[src/rtl/q_8_39_pkg.sv]
// Shared defaults and types for the product accumulator.
package q_8_39_pkg;

  localparam int def_data_width = 4;
  localparam int def_n_prod     = 4;

  // n_prod worst-case products of 2*dw bits each fit without wrap
  function automatic int acc_width_f(input int dw, input int n);
    return 2 * dw + $clog2(n);
  endfunction

  localparam int def_acc_width = acc_width_f(def_data_width, def_n_prod);

  typedef enum logic {
    ACCUM = 1'b0,
    HOLD  = 1'b1
  } state_t;

endpackage

[src/rtl/prod_accum_rise_det.sv]
// Rising-edge detector; register resets high so a level already high at
// reset release is not seen as an edge.
module rise_det (
  input  logic clk,
  input  logic rst,
  input  logic d,
  output logic rise
);

  logic q;

  always_ff @(posedge clk) begin
    if (rst) q <= 1'b1;
    else     q <= d;
  end

  assign rise = d & ~q;

endmodule

[src/rtl/prod_accum.sv]
// Accumulates n_prod multiplier products into a burst sum, holding the sum
// for a ready/valid consumer with a single-entry overflow register.
module prod_accum
  import q_8_39_pkg::*;
#(
  parameter  int data_width = def_data_width,
  parameter  int n_prod     = def_n_prod,
  localparam int acc_width  = acc_width_f(data_width, n_prod)
) (
  input  logic                    clk,
  input  logic                    rst,
  input  logic                    rdy,
  input  logic [2*data_width-1:0] P,
  input  logic                    clr,
  output logic                    start,
  output logic [acc_width-1:0]    sum,
  output logic                    sum_valid,
  input  logic                    sum_ready,
  output logic                    drop
);

  localparam int cnt_w = $clog2(n_prod + 1);

  state_t                  state, state_n;
  logic [acc_width-1:0]    acc;
  logic [cnt_w-1:0]        cnt;
  logic [2*data_width-1:0] pend;
  logic                    pend_vld;
  logic                    cap;
  logic                    hs;
  logic                    last_cap;

  // clr deliberately does not touch the edge detector so rdy keeps being tracked
  rise_det u_rise (
    .clk  (clk),
    .rst  (rst),
    .d    (rdy),
    .rise (cap)
  );

  assign last_cap = cap && (cnt == cnt_w'(n_prod - 1));

  always_ff @(posedge clk) begin
    if (rst) state <= ACCUM;
    else     state <= state_n;
  end

  always_comb begin
    state_n = state;
    case (state)
      ACCUM: if (last_cap) state_n = HOLD;
      HOLD:  if (hs)       state_n = ACCUM;
      default:             state_n = ACCUM;
    endcase
    if (clr) state_n = ACCUM;
  end

  always_comb begin
    sum_valid = (state == HOLD);
    hs        = sum_valid & sum_ready;
    start     = ~rst & ~((state == HOLD) & pend_vld);
  end

  always_ff @(posedge clk) begin
    if (rst || clr) begin
      acc      <= '0;
      cnt      <= '0;
      pend     <= '0;
      pend_vld <= 1'b0;
      drop     <= 1'b0;
    end else begin
      case (state)
        ACCUM: begin
          if (cap) begin
            acc <= acc + acc_width'(P);
            cnt <= cnt + cnt_w'(1);
          end
        end
        HOLD: begin
          if (hs) begin
            // pending entry seeds the next burst; a simultaneous capture refills it
            if (pend_vld) begin
              acc      <= acc_width'(pend);
              cnt      <= cnt_w'(1);
              pend_vld <= cap;
              if (cap) pend <= P;
            end else if (cap) begin
              acc <= acc_width'(P);
              cnt <= cnt_w'(1);
            end else begin
              acc <= '0;
              cnt <= '0;
            end
          end else if (cap) begin
            if (!pend_vld) begin
              pend     <= P;
              pend_vld <= 1'b1;
            end else begin
              drop <= 1'b1;
            end
          end
        end
        default: ;
      endcase
    end
  end

  assign sum = acc;

endmodule

[config.mk]
export PLATFORM = sky130hd
export DESIGN_NAME = prod_accum
export DESIGN_NICKNAME = d
export VERILOG_FILES = /design/src/rtl/q_8_39_pkg.sv /design/src/rtl/prod_accum_rise_det.sv /design/src/rtl/prod_accum.sv
export SDC_FILE = /design/constraint.sdc
export NUM_CORES = 1
export LEC_CHECK = 0
export BUFFER_PORTS_ARGS = -buffer_cell sky130_fd_sc_hd__buf_2
export CELL_PAD_IN_SITES_DETAIL_PLACEMENT = 0
export CELL_PAD_IN_SITES_GLOBAL_PLACEMENT = 1
export CORE_UTILIZATION = 41
export CTS_CLUSTER_SIZE = 14
export DETAILED_ROUTE_END_ITERATION = 8
export GPL_TIMING_DRIVEN = 0
export MAX_ROUTING_LAYER = met4
export PLACE_DENSITY_LB_ADDON = 0.1
export REMOVE_ABC_BUFFERS = 1
export SYNTH_ARGS = -nofsm -noshare
export SYNTH_HDL_FRONTEND = slang
export SYNTH_SLANG_ARGS = --single-unit
[constraint.sdc]
create_clock -name clk -period 2.3 [get_ports clk]
set_clock_uncertainty 0.2 [all_clocks]
set_input_delay 0.23 -clock clk [delete_from_list [all_inputs] [get_ports clk]]
set_output_delay 0.23 -clock clk [all_outputs]
set_load 0.02 [all_outputs]
# == Word-level counts from Yosys, hierarchy flattened ==
# Index checks and enable logic that the tools add are counted.
# word_totals
reg_bits,25
inputBits,13
output_inout_bits,13
wordCells,52
# op_classes
add_sub_neg,2
eq_ne,5
n_mux,21
bitwise,9
n_reduce_logical,8
# ops
cell,n
8-bit 2-to-1 mux,7
10-bit 2-to-1 mux,2
10-bit case mux with 2 select lines,1
10-bit by 8-bit adder with 10-bit output,1
4-bit AND reduction,2
1-bit 2-to-1 mux,7
3-bit 2-to-1 mux,2
3-bit case mux with 2 select lines,1
1-bit inverter,5
1-bit AND,4
2-bit by 1-bit != test with 1-bit output (second input constant),2
2-bit != test (second input constant),2
2-bit AND reduction,2
3-bit by 1-bit adder with 3-bit output (second input constant),1
3-bit by 2-bit == test with 1-bit output (second input constant),1
1-bit case mux with 2 select lines,1
2-bit nonzero test,1
2-bit OR reduction,1
1-bit logical AND,1
1-bit logical OR,1

# == Longest topological paths before layout ==
# logic_depth
depth_word,6
depth_mapped,7
ltp_nobuf,7

# == Modules after synthesis ==
# A second synthesis with hierarchy kept.
# hier_totals
cells_unflattened,166
hier_area_um2,1425.1
# by_module_without_submodules
mod,instances,cells_each,area_each_um2,seq_area_each_um2
prod_accum,1,163,1392.6,480.5
rise_det,1,3,32.5,20.0

# == Worst setup path before layout ==
# Ideal clock, no wire load.
# synth_timing
path_type,flip-flop to flip-flop
start,"reg acc[0], in the netlist sum[0]"
end,"reg acc[8], in the netlist sum[8]"
setup_time_ns,0.072
arrival_ns,1.857
required_ns,2.028
setup_slack_ns,0.171
stages_incl_launch_ff,8
n_path_buf,0
synth_period_minus_slack_ns,2.129
path_cell_list,dfxtp_1 > ha_1 > fa_1 > a21o_1 > a21oi_1 > nor2_1 > o31ai_2 > mux2i_1
# synth_between
elab_chain_len,3
# synth_rtl
item,line,text
start: declaration,prod_accum.sv:25,logic [acc_width-1:0] acc;
start signal: assignment,prod_accum.sv:75,acc <= acc + acc_width'(P);
start signal: assignment,prod_accum.sv:83,acc <= acc_width'(pend);
start signal: assignment,prod_accum.sv:88,acc <= acc_width'(P);
10-bit by 8-bit adder with 10-bit output,prod_accum.sv:75,
10-bit 2-to-1 mux,prod_accum.sv:74,if (cap) begin
10-bit case mux with 2 select lines,prod_accum.sv:72,case (state)
# Every way passes these cells. The select of a mux whose other input is x is not followed.
# A chain may end at the register's enable or synchronous reset.

# == Worst setup path in the final report ==
# Ends and elaborated chain as after synthesis.

==> results.py <==
metrics = {
    "run_status": {
        "status": "finished clean",
    },
    "worst_setup_path": {
        "cp_data_required_time_ps": 2300,
        "cp_max_fo": 3,
        "r2r_cells": 7,
        "regToRegSetupSlack_ps": 150,
        "crit_chain": "ha_1, fa_1, a21o_1, a21oi_2, nor2_1, o31ai_2, mux2i_1",
        "end_kind": "flip-flop",
        "start_kind": "flip-flop",
        "crit_arrival_ps": 2150,
        "startpoint": "sum[0]",
        "rr_startpoint": "sum[0]",
        "crit_type": "reg -> reg",
        "worst_r2r_endpoint": "sum[8]",
        "crit_slowest_cell": "fa_1",
        "endpoint": "sum[8]",
        "max_stage_delay_ps": 410,
    },
    "detailed_routing": {
        "drc_errors": 0,
        "wl_per_cell_um": 14.1,
        "drtIter0Drc": 68,
        "drt-pass1-iter-count": 4,
        "drtAntennaViolNets": 0,
        "via_per_inst": 5.50,
        "wl_mm": 3.51,
        "num_vias": 1369,
    },
    "final_layout": {
        "n_antenna_cell": 0,
        "layout.nets": 228,
        "final_util_pct": 49.7,
        "instances_no_fill": 249,
        "drive_gt1_share_pct": 19.7,
        "areaGrowthSynthToFinish_pct": 11.9,
    },
    "clocking": {
        "clock-sinks": 25,
        "htree_levels": 1,
        "clk_latency_ps": 270,
        "cts_buffers": 3,
        "clockBufferDepth": 2,
        "cts_tree": "built",
        "root_buffer": "clkbuf_8",
        "cts.clk_slew.worst_paths_ps": 90,
    },
    "placement": {
        "place_hpwl_mm": 2.51,
        "port_buffers": 25,
        "gp_congestion": 0.899,
        "dp_cells": 244,
    },
    "grt": {
        "grt_first_pass_wirelength_mm": 5.81,
        "first_global_vias": 1273,
        "grt_util_all_layers_pct": 19.0,
        "grt_max_degree": 22,
        "grt_overflow_total": 0,
        "antenna_found_initial": 0,
    },
    "pwr": {
        "seq_power_share_pct": 54.3,
        "p_sw_share_pct": 25.7,
        "clock_power_share_pct": 32.5,
        "p_switching_uw": 209,
        "power.leakage_nw": 0.682,
        "internal_power_uw": 603,
        "vdd_drop_max_uv": 223,
        "combinationalPowerShare_pct": 13.2,
        "power.density_nw_per_um2": 471,
    },
    "yosys": {
        "avgSynthCellArea_um2": 8.38,
        "synth_warnings": 0,
        "synth.area.mux_share_pct": 7.79,
        "synth-adder-area-share_pct": 9.42,
        "synth_compound_area_share_pct": 22.6,
        "ys_types": 43,
        "synth_top_family_by_area": "compound AO/OA/AOI/OAI gates",
        "synthesis.instances": 184,
        "seq_area_frac_synth_pct": 32.5,
        "synth-main-ff-cell": "dfxtp_1",
        "yosys.area_share.simple_pct": 20.7,
        "async_reset_ff_share_pct": 0,
        "synth-seq-cells": 25,
        "synth-edff-count": 0,
        "synth-xor-area-share_pct": 2.27,
        "synthesis.area_um2": 1540,
    },
    "hold_path": {
        "hp-class": "in -> reg",
    },
    "floorplanning": {
        "ios": 26,
        "start_util_pct": 44.4,
        "std_cell_rows": 21,
        "dieArea_um2": 4010,
        "die_x_um": 63.3,
        "core-area_um2": 3470,
        "die_h_um": 63.3,
    },
    "sta": {
        "rsz0062_at_grt": "false",
        "fmax_ghz": 0.466,
        "worst_pin_slew_ps": 621,
        "final_hold_viol_count": 0,
        "slew_viol_final": 0,
        "fin_crit_sh_pct": 93.3,
        "setup_viol": 0,
        "period_minus_slack_ps": 2150,
        "relSlewSlack_pct": 58.5,
        "fin_setup_tns_ps": 0,
    },
    "job": {
        "max-cap-violations": 0,
    },
}
==> cell families after synthesis <==
logic type | Yosys count
compound gates | 52
fa+ha+maj | 11
buf+inv | 14
xor+xnor | 4
mux | 12
simple gates | 66
flops | 25
==> power groups by stage <==
stage | Combinational, mW | Clock, mW | Sequential [mW]
6_report | 0.107 | 0.263 | 0.441
5_1_grt | 0.119 | 0.295 | 0.441
4_1_cts | 0.107 | 0.281 | 0.441
3_5_place_dp | 0.105 | 0 | 0.451
3_3_place_gp | 0.103 | 0 | 0.451
2_1_floorplan | 0.0641 | 0 | 0.454
==> through the flow <==
| step | hold slack, ps | cell area (µm²) | setup WS [ps] | power [mW] |
|---|---|---|---|---|
| 2_1_floorplan | 134 | 1480 | 171 | 0.518 |
| 3_3_place_gp | 248 | 1660 | -54.9 | 0.554 |
| 3_5_place_dp | 265 | 1660 | -37.1 | 0.555 |
| 4_1_cts | 22.2 | 1720 | 45.0 | 0.829 |
| 5_1_grt | 39.1 | 1720 | 61.3 | 0.856 |
| 6_report | 39.9 | 1720 | 154 | 0.811 |
==> synthesized netlist by cell type, types with 2 or more instances <==
master | n | area share, %
a211oi_1 | 3 | 1.5
a21o_1 | 3 | 1.5
a21oi_1 | 19 | 6.2
a22oi_1 | 2 | 0.97
and3_1 | 2 | 0.81
buf_2 | 5 | 1.6
buf_4 | 2 | 0.97
clkbuf_1 | 2 | 0.49
dfxtp_1 | 25 | 32
ha_1 | 10 | 8.1
inv_1 | 3 | 0.73
mux2i_1 | 12 | 7.8
nand2_1 | 17 | 4.1
nand2b_1 | 2 | 0.81
nand3_1 | 3 | 0.97
nor2_1 | 24 | 5.8
nor2b_1 | 2 | 0.81
nor3_1 | 5 | 1.6
o211ai_1 | 6 | 2.9
o21ai_0 | 6 | 1.9
o21bai_1 | 2 | 0.97
o221ai_1 | 3 | 1.7
or2_2 | 3 | 1.2
or3_1 | 2 | 0.81
xnor2_1 | 2 | 1.1
xor2_1 | 2 | 1.1
==> worst min path at each step <==
| stage | startpoint | to | cells after the start |
|---|---|---|---|
| after CTS | rst | u_rise.q | 2 |
| after global routing | rst | u_rise.q | 2 |
| after detailed placement | rdy | u_rise.q | 2 |
| after floorplan | rst | u_rise.q | 1 |
| after global placement | drop | drop | 2 |
| final | P[5] | pend[5] | 3 |
==> metal layers <==
metal  vias to the layer above  global-route usage (%)  share of wire, %
li1                        712                       -                 -
met1                       631                    23.3                49
met2                        22                    33.6                48
met3                         4                    2.17               3.2
met4                         0                    3.41              0.68
met5                         -                       -                 0
==> cells in the final DEF, fill, tap and decap left out, types with 5 or more instances in the layout <==
cell      synthesis  layout
buf_2             5      25
nor2_1           24      24
dfxtp_1          25      24
a21oi_1          19      18
nand2_1          17      17
mux2i_1          12      12
ha_1             10      10
o21ai_0           6       6
o211ai_1          6       6
nor3_1            5       5
==> worst max-delay path, delay by kind of cell (launching register included) <==
family	cells	cell delay, ps
muxes	1	200
and+or+nand+nor	1	80
AOI/OAI and AO/OA	3	630
DFF	1	330
adders and majority gates	2	640
==> sequential cells by signal, indices dropped and copies added (netlist names) <==
register / count
pend_vld: 1
pend: 8
sum: 10
drop: 1
sum_valid: 1
u_rise.q: 1
cnt: 3
==> area by class of cell <==
class / instances / area (µm²)
Clock buffer: 4 / 45.0
Inverter: 3 / 11.3
Sequential cell: 25 / 502
Tap cell: 46 / 57.6
Fill cell: 366 / 1740
Timing Repair Buffer: 26 / 135
Multi-Input combinational cell: 145 / 973
==> what timing repair did <==
item                                    4_1_cts  5_1_grt
pin swaps                                     0        0
setup buffers                                 0        0
endpoints found under the setup margin        2        3
hold buffers                                  1        0
endpoints found under the hold margin         1        0
gates cloned                                  0        0
resized for setup                             1        2
Power figures use the tool's default switching activity.
